`config.mk`:
```
export PLATFORM = sky130hd
export DESIGN_NAME = bnn_frame_seq
export DESIGN_NICKNAME = d
export VERILOG_FILES = /design/src/rtl/bnn_pkg.sv /design/src/rtl/bnn_seq_timer.sv /design/src/rtl/bnn_frame_seq.sv
export SDC_FILE = /design/constraint.sdc
export NUM_CORES = 1
export LEC_CHECK = 0
export ABC_AREA = 1
export CAP_MARGIN = 20
export CORE_MARGIN = 2
export CORE_UTILIZATION = 53
export CTS_BUF_LIST = sky130_fd_sc_hd__clkbuf_2 sky130_fd_sc_hd__clkbuf_4 sky130_fd_sc_hd__clkbuf_8
export CTS_CLUSTER_DIAMETER = 80
export CTS_CLUSTER_SIZE = 14
export DETAILED_ROUTE_END_ITERATION = 6
export MAX_ROUTING_LAYER = met4
export PLACE_DENSITY = 0.91
export SYNTH_ARGS = -nofsm -noshare
export SYNTH_HDL_FRONTEND = slang
export SYNTH_SLANG_ARGS = --single-unit
```
`constraint.sdc`:
```
create_clock -name clk -period 2.7 [get_ports clk]
set_input_delay 0.54 -clock clk [delete_from_list [all_inputs] [get_ports clk]]
set_output_delay 0.54 -clock clk [all_outputs]
set_load 0.01 [all_outputs]
```
`src/rtl/bnn_pkg.sv`:
```
// rtl/bnn_pkg.sv - shared state type and protocol byte constants for the BNN frame sequencer
package bnn_pkg;

  typedef enum logic [2:0] {
    IDLE,
    LOAD,
    RUN,
    WAIT,
    SEND
  } bnn_seq_state_t;

  localparam logic [7:0] SYNC_BYTE = 8'hA5;
  localparam logic [7:0] ERR_BYTE  = 8'hFF;

endpackage

```
`src/rtl/bnn_seq_timer.sv`:
```
// rtl/bnn_seq_timer.sv - loadable down-counter for the WAIT watchdog
// Present only when BNN_FRAME_SEQ_TIMEOUT_EN is defined.
`ifdef BNN_FRAME_SEQ_TIMEOUT_EN
module bnn_seq_timer #(
  parameter int W = 10
) (
  input  logic         clk,
  input  logic         rst,
  input  logic         clear,
  input  logic         load,
  input  logic [W-1:0] load_val,
  input  logic         en,
  output logic         expired
);

  logic [W-1:0] count;

  // Holds at zero once expired so a stalled WAIT cannot wrap the count.
  always_ff @(posedge clk) begin
    if (rst || clear) begin
      count <= '0;
    end else if (load) begin
      count <= load_val;
    end else if (en && (count != '0)) begin
      count <= count - W'(1);
    end
  end

  assign expired = (count == '0);

endmodule
`endif

```
`src/rtl/bnn_frame_seq.sv`:
```
// rtl/bnn_frame_seq.sv - sync-prefixed frame loader, core scheduler and result sender
// Optional WAIT watchdog enabled by BNN_FRAME_SEQ_TIMEOUT_EN.
module bnn_frame_seq
  import bnn_pkg::*;
#(
  parameter int IN_BYTES = 8,
  parameter int CLASS_W  = 4,
  parameter int TIMEOUT  = 1024
) (
  input  logic                  clk,
  input  logic                  rst,
  input  logic [7:0]            rx_data,
  input  logic                  rx_valid,
  output logic                  rx_ready,
  output logic                  uart_cts,
  output logic [7:0]            tx_data,
  output logic                  tx_valid,
  input  logic                  tx_ready,
  output logic [IN_BYTES*8-1:0] core_in,
  output logic                  core_start,
  input  logic                  core_done,
  input  logic [CLASS_W-1:0]    core_class,
  output logic                  busy
);

  localparam int CW = $clog2(IN_BYTES + 1);

  bnn_seq_state_t state;
  logic [CW-1:0]  byte_cnt;
  logic           rx_fire;
  logic           wd_expired;

  assign rx_fire  = rx_valid && rx_ready;
  assign uart_cts = rx_ready;

`ifdef BNN_FRAME_SEQ_TIMEOUT_EN
  localparam int TW = (TIMEOUT > 2) ? $clog2(TIMEOUT) : 1;

  // Loaded during RUN so the first WAIT cycle sees TIMEOUT-1 and the last sees zero.
  bnn_seq_timer #(
    .W (TW)
  ) u_timer (
    .clk      (clk),
    .rst      (rst),
    .clear    (state == IDLE),
    .load     (state == RUN),
    .load_val (TW'(TIMEOUT - 1)),
    .en       (state == WAIT),
    .expired  (wd_expired)
  );
`else
  logic [31:0] unused_timeout;
  assign unused_timeout = 32'(TIMEOUT);
  assign wd_expired     = 1'b0;
`endif

  always_ff @(posedge clk) begin
    if (rst) begin
      state      <= IDLE;
      byte_cnt   <= '0;
      rx_ready   <= 1'b1;
      tx_valid   <= 1'b0;
      tx_data    <= 8'h00;
      core_start <= 1'b0;
      core_in    <= '0;
      busy       <= 1'b0;
    end else begin
      core_start <= 1'b0;
      case (state)
        IDLE: begin
          if (rx_fire && (rx_data == SYNC_BYTE)) begin
            state    <= LOAD;
            byte_cnt <= '0;
            busy     <= 1'b1;
          end
        end
        LOAD: begin
          if (rx_fire) begin
            for (int k = 0; k < IN_BYTES; k++) begin
              if (byte_cnt == CW'(k)) begin
                core_in[8*k +: 8] <= rx_data;
              end
            end
            if (byte_cnt != CW'(IN_BYTES)) begin
              byte_cnt <= byte_cnt + CW'(1);
            end
            if (byte_cnt == CW'(IN_BYTES - 1)) begin
              state      <= RUN;
              core_start <= 1'b1;
              rx_ready   <= 1'b0;
            end
          end
        end
        RUN: begin
          state <= WAIT;
        end
        WAIT: begin
          // A done on the final watchdog cycle still reports the class.
          if (core_done) begin
            tx_data  <= {{(8 - CLASS_W){1'b0}}, core_class};
            tx_valid <= 1'b1;
            state    <= SEND;
          end else if (wd_expired) begin
            tx_data  <= ERR_BYTE;
            tx_valid <= 1'b1;
            state    <= SEND;
          end
        end
        SEND: begin
          if (tx_ready) begin
            tx_valid <= 1'b0;
            busy     <= 1'b0;
            rx_ready <= 1'b1;
            state    <= IDLE;
          end
        end
        default: begin
          state    <= IDLE;
          tx_valid <= 1'b0;
          busy     <= 1'b0;
          rx_ready <= 1'b1;
        end
      endcase
    end
  end

endmodule

```
==> reports/metrics.cfg, run 1 <==
[clock_tree]
htreeDepth = 3
cts_root_buffer = clkbuf_8
clk_latency_ps = 360
cts_setup_buffers = 0
clk_path_buf_depth = 2
cts_tree = done
postCtsResizedCells = 0
cts_buffers = 9
cts.clk_slew.worst_paths_ps = 70
cts.sinks = 79
cts_hold_buf = 0

[drt]
vias = 3051
routed_wirelength_mm = 8.27
ant_nets = 0
drt_drc_violations_left = 0
drt-wirelength-per-cell_um = 14.5
first_pass_iters = 7
via_per_inst = 5.36
drt_iter0_drc = 236

[synth]
synth_edf_count = 0
syn_inst = 402
syn_avg_cell_area_um2 = 8.03
ys_seq_area_share_pct = 49.0
async_reset_ff_share_pct = 0
synth_seq_cells = 79
synthDistinctLibCells = 25
netlist_area_mm2 = 0.00323
ys.flop_type = dfxtp_1
yosys_warnings = 0

[sta]
max_clock_freq_mhz = 522
tns_ps = 0
setup_viol = 0
fin_crit_ps = 1920
rsz0062_at_grt = no
hold_violations = 0
slew_viol_final = 0
fin_crit_sh_pct = 71.0
clock_skew_ps = 15.6
worstMarginPinSlew_ps = 542
max-slew-margin-rel_pct = 63.8

[hold_path]
hp-class = reg2reg
min-delay-start = core_in[3]

[pwr]
pwr_density_cell_mw_per_mm2 = 535
peakVddDrop_uv = 317
p_leak_nw = 1.64

[final_layout]
drive_above_1_share_pct = 8.70
fin_nets = 511
layout_common_cells = clkdlybuf4s50_1, nor2_1, dfxtp_1, o21ai_0, a21oi_1
n_antenna_cell = 0
layout.cells.most_common = clkdlybuf4s50_1
area_growth_pct = 33.8
stdcell_area_mm2 = 0.00432

[setup_path]
end_kind = flip-flop
worstSetupStartpoint = state[2]
cp_max_fo = 12
cp_slowest_stage_delay_ps = 440
crit_slowest_cell = nor2_4
path_cells = inv_1 > nand2_2 > nor2_4 > nand3_1 > inv_1 > o21ai_0 > a21oi_1
path_common_cell = inv_1
cp-start-kind = flip-flop
rr_startpoint = state[2]
worstPathArrival_ps = 2190
critPathKind = reg2reg
crit_required_ps = 2980

[die]
rows = 28
ioPinCount = 94
die_h_um = 82.1
initial_core_util_pct = 54.5
die_area_mm2 = 0.00673
die_x_um = 82.1
core-area_mm2 = 0.00592

[global_routing]
grt_overflow = 0
grt_pass1_wl_mm = 13.1
grt_pass1_vias = 2807
gr-usage-met3_pct = 5.05
grt.total_usage_pct = 26.6
busiest_layer = met2
met2_usage_pct = 44.9
grt_max_degree = 69
met1_usage_pct = 30.0
antenna_found_initial = 0

[outcome]
status = complete, no violations

[placed_design]
dp_hpwl_mm = 5.76
finalWeightedCongestion = 0.871
io_buffers = 89
placed_area_mm2 = 0.00413

[job]
cap_violations = 0

-- kinds of logic (layout without fill, tap and decap cells) --
logic type / Yosys count / after routing / synth area share, %
simple gates: 141 / 141 / 20.8
compound gates: 120 / 120 / 19.1
other cells: 1 / 4 / 0.116
buf+inv: 57 / 146 / 9.45
flops: 79 / 79 / 49.0
fa+ha+maj: 4 / 4 / 1.55
-- power breakdown --
part           internal (mW)  switching [mW]
clock                  0.447           0.424
sequential              1.18          0.0144
combinational         0.0939           0.151
-- layer usage --
metal	vias up	wire length [um]
met5	-	0
met4	0	238
met2	142	4040
li1	1490	-
met1	1392	3370
met3	27	629
-- critical path: cells and delay by family (launching register included) --
| family | cells | cell delay [ps] |
|---|---|---|
| compound gates | 2 | 270 |
| buf+inv | 2 | 440 |
| simple gates | 3 | 790 |
| flops | 1 | 340 |
-- path summary, 6_finish.rpt --
kind                                     to  depth (start not counted)  slack, ps
worst max-delay path            core_in[10]                          7        780
worst min register to register   core_in[3]                          2        450
worst min-delay path             core_in[3]                          2        450
worst max register to register  core_in[10]                          7        780
-- per-stage QoR --
step / util, % / power (mW) / hold WS, ps / setup WS (ps) / std cells
after detailed placement: 69.7 / 1.46 / 434 / 562 / 554
after CTS: 73.0 / 2.32 / 445 / 776 / 569
after floorplan: - / 1.38 / 468 / 1190 / 405
final: 73.0 / 2.31 / 445 / 784 / 569
after global placement: 69.7 / 1.45 / 432 / 641 / 554
after global routing: 73.0 / 2.40 / 472 / 568 / 569
-- cell type report --
type / instances / area (um2)
clock buffer: 10 / 138
clock inverter: 5 / 58.8
fill: 427 / 1600
inverter: 34 / 133
multi-input combinational: 269 / 1350
sequential: 79 / 1580
tap: 75 / 93.8
timing repair buffer: 97 / 963
-- cell usage after synthesis (2+ instances only) --
master,instances,area (um2)
nand3_4,6,105
clkbuf_1,8,30.0
nand2_4,2,22.5
nor2_4,2,22.5
a21oi_1,51,255
nor2_1,81,304
inv_1,28,105
ha_1,4,50.1
inv_2,5,18.8
buf_4,6,45.0
nand3_1,16,80.1
buf_2,2,10.0
dfxtp_1,79,1580
buf_6,6,67.6
nand2_1,32,120
o21ai_1,10,50.1
o21ai_0,56,280
-- state kept, by name, indices dropped and copies added, names as in the netlist --
signal	count
rx_ready	1
byte_cnt	4
core_in	64
tx_valid	1
busy	1
state	3
tx_data	4
core_start	1
(Power assumes the default switching activity.)
==> inputs of run 2 (changes only) <==
- CORE_UTILIZATION: 53 -> 44
- PLACE_DENSITY: 0.91 -> 0.81
- clock period: 2.7 -> 1.7 ns (I/O delays scaled with it)
==> run 2 against run 1 <==
Cell area grew 3.9%. Hold slack gained 4.7 ps. Critical endpoint is now rx_ready. Count of clock-buffer cells in the layout is the same. Via count is essentially flat. First-iteration DRC count shrank 20%. Total power grew 59%.
==> reports/metrics.cfg, run 2 (synthesis gave the netlist of run 1 again) <==
[placed_design]
io_buffers = 89  ; unchanged
dp_hpwl_mm = 6.07  ; was 5.76 mm
finalWeightedCongestion = 0.835  ; was 0.871

[global_routing]
grt_pass1_wl_mm = 13.0  ; was 13.1 mm
antenna_found_initial = 0  ; unchanged
grt_overflow = 0  ; unchanged
grt_max_degree = 69  ; unchanged
grt.total_usage_pct = 21.9  ; was 26.6%
grt_pass1_vias = 2790  ; was 2807

[clock_tree]
cts_root_buffer = clkbuf_8  ; unchanged
cts_hold_buf = 0  ; unchanged
cts.clk_slew.worst_paths_ps = 80  ; was 70 ps
htreeDepth = 3  ; unchanged
postCtsResizedCells = 0  ; unchanged
clk_latency_ps = 350  ; was 360 ps
cts_tree = done  ; unchanged
cts_setup_buffers = 0  ; unchanged
cts_buffers = 9  ; unchanged
clk_path_buf_depth = 2  ; unchanged
cts.sinks = 79  ; unchanged

[setup_path]
cp_max_fo = 4  ; was 12
r2r_cells = 8  ; was 7
critical-path-top-delay-family = buffers and inverters  ; was simple AND/OR/NAND/NOR gates
crit_slowest_cell = clkdlybuf4s50_1  ; was nor2_4
reg2reg_slack_ps = 120  ; was 780 ps
cp-start-kind = flip-flop  ; unchanged
path_cells = clkdlybuf4s50_1  ; was inv_1 > nand2_2 > nor2_4 > nand3_1 > inv_1 > o21ai_0 > a21oi_1
critPathKind = reg2out  ; was reg2reg
rr_startpoint = state[0]  ; was state[2]
end_kind = primary output  ; was flip-flop
crit_required_ps = 1360  ; was 2980 ps
cp_num_buf_inv = 1  ; was 2
timing.rr.end = byte_cnt[0]  ; was core_in[10]
cp_slowest_stage_delay_ps = 560  ; was 440 ps
worstPathArrival_ps = 1290  ; was 2190 ps

[final_layout]
top_register = core_in  ; unchanged
final-seq-area_mm2 = 0.00158  ; unchanged
nFillCells = 614  ; was 427
layout_common_cells = clkdlybuf4s50_1, nor2_1, dfxtp_1, o21ai_0, a21oi_1  ; unchanged
largest_reg_flops = 64  ; unchanged
drive_above_1_share_pct = 11.2  ; was 8.70%
top_regs = core_in: 64 flops, byte_cnt: 4 flops, tx_data: 4 flops  ; unchanged
layout.cells.most_common = clkdlybuf4s50_1  ; unchanged
area_growth_pct = 39.1  ; was 33.8%
post-route-util_pct = 62.6  ; was 73.0%
n_antenna_cell = 0  ; unchanged
fin_nets = 526  ; was 511
multiInputGateArea_mm2 = 0.00135  ; unchanged

[drt]
first_pass_iters = 5  ; was 7
drt-wirelength-per-cell_um = 13.9  ; was 14.5 um
drt_iter0_drc = 188  ; was 236
routed_wirelength_mm = 8.44  ; was 8.27 mm
drt_drc_violations_left = 0  ; unchanged
via_per_inst = 5.03  ; was 5.36
ant_nets = 0  ; unchanged
vias = 3052  ; was 3051

[hold_path]
whs_endpoint = core_in[3]  ; unchanged
hp-class = reg2reg  ; unchanged
min-delay-start = core_in[3]  ; unchanged
hold_path_depth = 2  ; unchanged

[pwr]
peakVddDrop_uv = 444  ; was 317 uV
pwr_density_cell_mw_per_mm2 = 819  ; was 535 mW/mm2
p_leak_nw = 1.72  ; was 1.64 nW
total_power_mw = 3.68  ; was 2.31 mW

[sta]
max_clock_freq_mhz = 613
hold_violations = 0  ; unchanged
setup_viol = 0  ; unchanged
fin_crit_sh_pct = 96.0
clock_skew_ps = 7.31  ; was 15.6 ps
rsz0062_at_grt = no  ; unchanged
fin_crit_ps = 1630
tns_ps = 0  ; unchanged
slew_viol_final = 0  ; unchanged

[die]
die_x_um = 89.7  ; was 82.1 um
core-area_mm2 = 0.00718  ; was 0.00592 mm2
die_area_mm2 = 0.00804  ; was 0.00673 mm2
rows = 31  ; was 28
die_h_um = 89.7  ; was 82.1 um
initial_core_util_pct = 45.0  ; was 54.5%
ioPinCount = 94  ; unchanged

[outcome]
status = complete, no violations  ; unchanged

[job]
cap_violations = 0  ; unchanged

==> run 2: per-layer routing <==
metal,wire length [um],part of all wire [%],track usage (%),vias to the layer above
met4,137,1.6,9.63,0
li1,-,-,-,1500
met5,0,0,-,-
met2,4170,49,37.0,116
met1,3560,42,24.8,1423
met3,570,6.8,5.03,13
==> run 2: area by class of cell <==
class                      count  area share, %
tap                           99           2.76
clock inverter                 4           1.06
timing repair buffer         112           24.8
inverter                      34           2.95
sequential                    79           35.2
multi-input combinational    269           30.1
clock buffer                  10           3.06
==> run 2: worst max path at each step <==
stage                            from           to  slack [ps]  cells after the start
after CTS                    rx_ready     rx_ready          60                      1
after global placement       rx_valid  core_in[19]         -80                      8
after global routing         state[2]  byte_cnt[0]           7                      9
after floorplan           byte_cnt[0]   core_in[4]         350                      8
final                        rx_ready     rx_ready          70                      1
after detailed placement     rx_valid  core_in[38]        -220                      8
==> run 2: power by group <==
group / internal, mW / switching [mW]
clock: 0.696 / 0.645
combinational: 0.186 / 0.251
sequential: 1.88 / 0.0234
==> run 2: stage by stage <==
step / std cells / hold WS (ps) / worst slack [ps] / cell area [um2]
6_report: 607 / 450 / 68.7 / 4490
5_1_grt: 607 / 472 / 6.96 / 4490
4_1_cts: 607 / 454 / 63.7 / 4490
3_5_place_dp: 593 / 442 / -218 / 4310
3_3_place_gp: 593 / 433 / -83.4 / 4310
2_1_floorplan: 405 / 468 / 346 / 3240
